==> src/rtl/wishbone_initiator.sv <==
// Wishbone classic single-transfer initiator.
// Accepts one command on a valid/ready handshake, runs one Wishbone bus cycle,
// and returns the result on a valid/ready response channel. A bus cycle with no
// ack is aborted after TIMEOUT strobe cycles and reported with rsp_err set.
// Ports:
//   wb_clk_i, wb_rst_i             clock, asynchronous active-high reset
//   cmd_valid/cmd_ready            command handshake
//   cmd_we/cmd_adr/cmd_dat/cmd_sel command fields
//   rsp_valid/rsp_ready            response handshake
//   rsp_dat/rsp_err                read data (0 for writes/errors), timeout flag
//   wbm_*_o                        Wishbone master request
//   wbm_ack_i, wbm_dat_i           Wishbone slave response
module wishbone_initiator #(
  parameter int unsigned TIMEOUT = 16
) (
  input  logic        wb_clk_i,
  input  logic        wb_rst_i,
  input  logic        cmd_valid,
  output logic        cmd_ready,
  input  logic        cmd_we,
  input  logic [31:0] cmd_adr,
  input  logic [31:0] cmd_dat,
  input  logic [3:0]  cmd_sel,
  output logic        rsp_valid,
  input  logic        rsp_ready,
  output logic [31:0] rsp_dat,
  output logic        rsp_err,
  output logic        wbm_cyc_o,
  output logic        wbm_stb_o,
  output logic        wbm_we_o,
  output logic [3:0]  wbm_sel_o,
  output logic [31:0] wbm_adr_o,
  output logic [31:0] wbm_dat_o,
  input  logic        wbm_ack_i,
  input  logic [31:0] wbm_dat_i
);

  typedef enum logic [1:0] {StIdle, StBus, StResp} state_e;

  // Counter value seen on the last strobe cycle before the abort.
  localparam logic [7:0] WaitLast = 8'(TIMEOUT - 1);

  state_e     state_q;
  logic [7:0] wait_cnt_q;

  always_ff @(posedge wb_clk_i or posedge wb_rst_i) begin
    if (wb_rst_i) begin
      state_q    <= StIdle;
      wait_cnt_q <= 8'd0;
      cmd_ready  <= 1'b0;
      rsp_valid  <= 1'b0;
      rsp_dat    <= 32'd0;
      rsp_err    <= 1'b0;
      wbm_cyc_o  <= 1'b0;
      wbm_stb_o  <= 1'b0;
      wbm_we_o   <= 1'b0;
      wbm_sel_o  <= 4'd0;
      wbm_adr_o  <= 32'd0;
      wbm_dat_o  <= 32'd0;
    end else begin
      unique case (state_q)
        StIdle: begin
          if (cmd_valid && cmd_ready) begin
            wbm_we_o   <= cmd_we;
            wbm_adr_o  <= cmd_adr;
            wbm_dat_o  <= cmd_dat;
            wbm_sel_o  <= cmd_sel;
            wbm_cyc_o  <= 1'b1;
            wbm_stb_o  <= 1'b1;
            wait_cnt_q <= 8'd0;
            cmd_ready  <= 1'b0;
            state_q    <= StBus;
          end else begin
            // Also raises ready on the first cycle after reset release.
            cmd_ready <= 1'b1;
          end
        end
        StBus: begin
          // Ack is tested first so it wins over a simultaneous timeout.
          if (wbm_ack_i) begin
            wbm_cyc_o <= 1'b0;
            wbm_stb_o <= 1'b0;
            rsp_dat   <= wbm_we_o ? 32'd0 : wbm_dat_i;
            rsp_err   <= 1'b0;
            rsp_valid <= 1'b1;
            state_q   <= StResp;
          end else if (wait_cnt_q == WaitLast) begin
            wbm_cyc_o <= 1'b0;
            wbm_stb_o <= 1'b0;
            rsp_dat   <= 32'd0;
            rsp_err   <= 1'b1;
            rsp_valid <= 1'b1;
            state_q   <= StResp;
          end else begin
            wait_cnt_q <= wait_cnt_q + 8'd1;
          end
        end
        StResp: begin
          if (rsp_ready) begin
            rsp_valid <= 1'b0;
            cmd_ready <= 1'b1;
            state_q   <= StIdle;
          end
        end
        default: begin
          state_q <= StIdle;
        end
      endcase
    end
  end

endmodule

==> config.mk <==
export PLATFORM = sky130hd
export DESIGN_NAME = wishbone_initiator
export DESIGN_NICKNAME = d
export VERILOG_FILES = /design/src/rtl/wishbone_initiator.sv
export SDC_FILE = /design/constraint.sdc
export NUM_CORES = 1
export LEC_CHECK = 0
export BUFFER_PORTS_ARGS = -buffer_cell sky130_fd_sc_hd__buf_2
export CORE_MARGIN = 1.5
export CORE_UTILIZATION = 51
export DETAILED_ROUTE_END_ITERATION = 6
export PLACE_DENSITY = 0.84
export RECOVER_POWER = 100
export SYNTH_ARGS = -nofsm -noshare
export SYNTH_HDL_FRONTEND = slang
export SYNTH_SLANG_ARGS = --single-unit
export TNS_END_PERCENT = 100
==> constraint.sdc <==
create_clock -name wb_clk_i -period 5.6 [get_ports wb_clk_i]
set_input_delay 1.12 -clock wb_clk_i [delete_from_list [all_inputs] [get_ports wb_clk_i]]
set_output_delay 1.12 -clock wb_clk_i [all_outputs]
set_load 0.02 [all_outputs]
==> reports/qor.yml <==
route:
  drtIter0Drc: 151
  vias_per_cell: 5.19
  drt_first_pass_iters: 7
  vias: 4298
  drc: 1
  drt-total-wl_um: 11700
  antenna_left: 0
  wl_per_cell_um: 14.1
final_layout:
  postLayoutCoreUtil: 0.707
  area_growth_pct: 32.4
  final_common_cell: "nand2_1"
  insertedDiodeCount: 0
  final_area_um2: 6250
  final_cell_mix: "nand2_1, dfrtp_1, clkbuf_1"
  drive_above_1_share: 0.194
  nets: 814
clock_network:
  postCtsHoldBufs: 0
  cts_made_buffers: 17
  clk_path_buf_depth: 2
  clk_pin_slew_ps: 60
  cts_sinks: 115
  cts_root_buf: "clkbuf_8"
  cts_resized: 0
  post_cts_buffers: 0
  clk_latency_ps: 490
  cts_htree_levels: 4
  cts_tree: "yes"
pwr:
  power_density_nw_per_um2: 633
  p_leak_uw: 0.00324
  ir_drop_uv: 351
placed_design:
  portBuffers: 211
  dp_hpwl_um: 7940
  pre_cts_ws_ps: 2740
  gp_congestion: 0.793
  placed_area_um2: 5780
grt:
  grt_pass1_vias: 4290
  use_met1: 0.319
  grtUsageMet3: 0.0717
  grt.overflow.total: 0
  gr-usage-all-layers: 0.244
  antenna_found_initial: 0
  met2_usage: 0.392
  grt_max_degree: 69
  grt_pass1_wl_um: 19500
  grt_busiest_layer: "met2"
timing:
  tightestPinTransition_ps: 2910
  setup-tns-final_ps: 0
  final.period_utilization: 0.635
  slew_viol_final: 153
  setup_ws_ps: 2040
  setup_viol: 0
  clock_skew_ps: 8.60
  max-slew-margin-rel: -0.949
  fmax_mhz: 281
  rsz0062_at_grt: "false"
  min_period_ps: 3560
  hold_viol: 0
  hold_ws_ps: 469
critical_path:
  cp-end-kind: "flip-flop"
  crit_required_ps: 5900
  critPathKind: "input pin to flip-flop"
  path_max_fanout: 36
  critPathArrivalTime_ps: 3850
  cp-start-kind: "input pin"
synthesis:
  synthFlopType: "dfrtp_1"
  synth_nets: 618
  async_reset_ff_frac: 1.00
  ys_ff_latch: 115
  synth-seq-area-share: 0.609
  synth_top_area_share: 0.609
  syn-cell-area_um2: 4720
  ys_warn_count: 0
  synth_top_area_cell: "dfrtp_1"
  synth.top_cells.by_area: "dfrtp_1, nand2_1, nand4b_1, o21ai_0, clkbuf_1"
  synth-edff-count: 0
  synth_cell_types: 32
  syn_avg_cell_area_um2: 9.24
  syn_inst: 511
min_path:
  min_path_type: "flip-flop to flip-flop"
die:
  coreArea_um2: 8850
  start_util: 0.534
  die_w_um: 99.2
  fp.dieH_um: 99.2
  dieArea_um2: 9850
  io_pins: 212
  rows: 34
status:
  status: "complete, but fails checks"
  violations: "design-rule violations, max-capacitance violations, max-slew violations"
flow_run:
  drv_cap: 3
==> power breakdown <==
group          internal, uW  switching, uW  leakage [uW]  total (uW)
logic                   402           1030       0.00151        1430
registers              1190            219       0.00145        1410
clock network           747            374      0.000289        1120
total                  2340           1620       0.00324        3960
==> registers in the layout, summed over array words and instances, names as in the netlist <==
| signal | count |
|---|---|
| wbm_sel_o | 4 |
| wait_cnt_q | 8 |
| wbm_we_o | 1 |
| cmd_ready | 1 |
| wbm_dat_o | 32 |
| state_q | 2 |
| rsp_valid | 1 |
| wbm_adr_o | 32 |
| rsp_dat | 32 |
| wbm_stb_o | 1 |
| rsp_err | 1 |
==> metrics by stage <==
step                power [uW]  cells
detailed placement        2940    796
floorplan                 2410    511
global route              4210    828
finish                    3960    828
CTS                       4080    828
global placement          2890    796
==> path summary, 6_finish.rpt <==
path                              start             to  slack [ps]  depth (start not counted)
min                        wbm_adr_o[6]   wbm_adr_o[6]         470                          2
min reg2reg                wbm_adr_o[6]   wbm_adr_o[6]         470                          2
max reg2reg                  state_q[0]   wbm_adr_o[7]        2400                          5
min in group asynchronous      wb_rst_i  wbm_dat_o[18]        1450                          2
max                           wbm_ack_i        rsp_err        2040                          4
max in group asynchronous      wb_rst_i     rsp_dat[5]        2540                          3
==> synthesized netlist by cell type (3+ instances only) <==
| cell | n |
|---|---|
| clkbuf_1 | 30 |
| nand4b_1 | 32 |
| nand3_1 | 8 |
| dfrtp_1 | 115 |
| nor2_1 | 4 |
| inv_1 | 3 |
| o21ai_0 | 40 |
| nor3_1 | 3 |
| nand2_1 | 246 |
| buf_6 | 3 |
==> layer usage <==
metal	part of all wire	wire length (um)	up-vias
met4	0.014	169	0
met3	0.081	949	18
li1	-	-	2053
met2	0.49	5670	179
met1	0.42	4880	2048
met5	0	0	-
==> logic make-up (layout without fill, tap and decap cells) <==
kind of cell	Yosys count	count (layout)	share of synthesized area
XOR/XNOR	1	1	0.00186
adder cells (fa/ha/maj)	1	1	0.00265
AO/OA/AOI/OAI	51	51	0.0609
buffers and inverters	40	249	0.0376
flip-flops	115	115	0.609
AND/OR/NAND/NOR	301	301	0.282
multiplexers	2	2	0.00530
==> critical path, stage by stage <==
cell and delay, ps:
clkbuf_1 570, a21oi_1 1800, nor2_1 140, a2bb2oi_1 220
==> final cells by class <==
| cell class | instances | area (um2) |
|---|---|---|
| clock buffer | 20 | 445 |
| clock inverter | 12 | 180 |
| fill | 725 | 2590 |
| inverter | 3 | 12.5 |
| multi-input combinational | 356 | 1660 |
| sequential | 115 | 2880 |
| tap | 108 | 135 |
| timing repair buffer | 214 | 940 |
No activity file was read; power rests on OpenSTA's default activity.
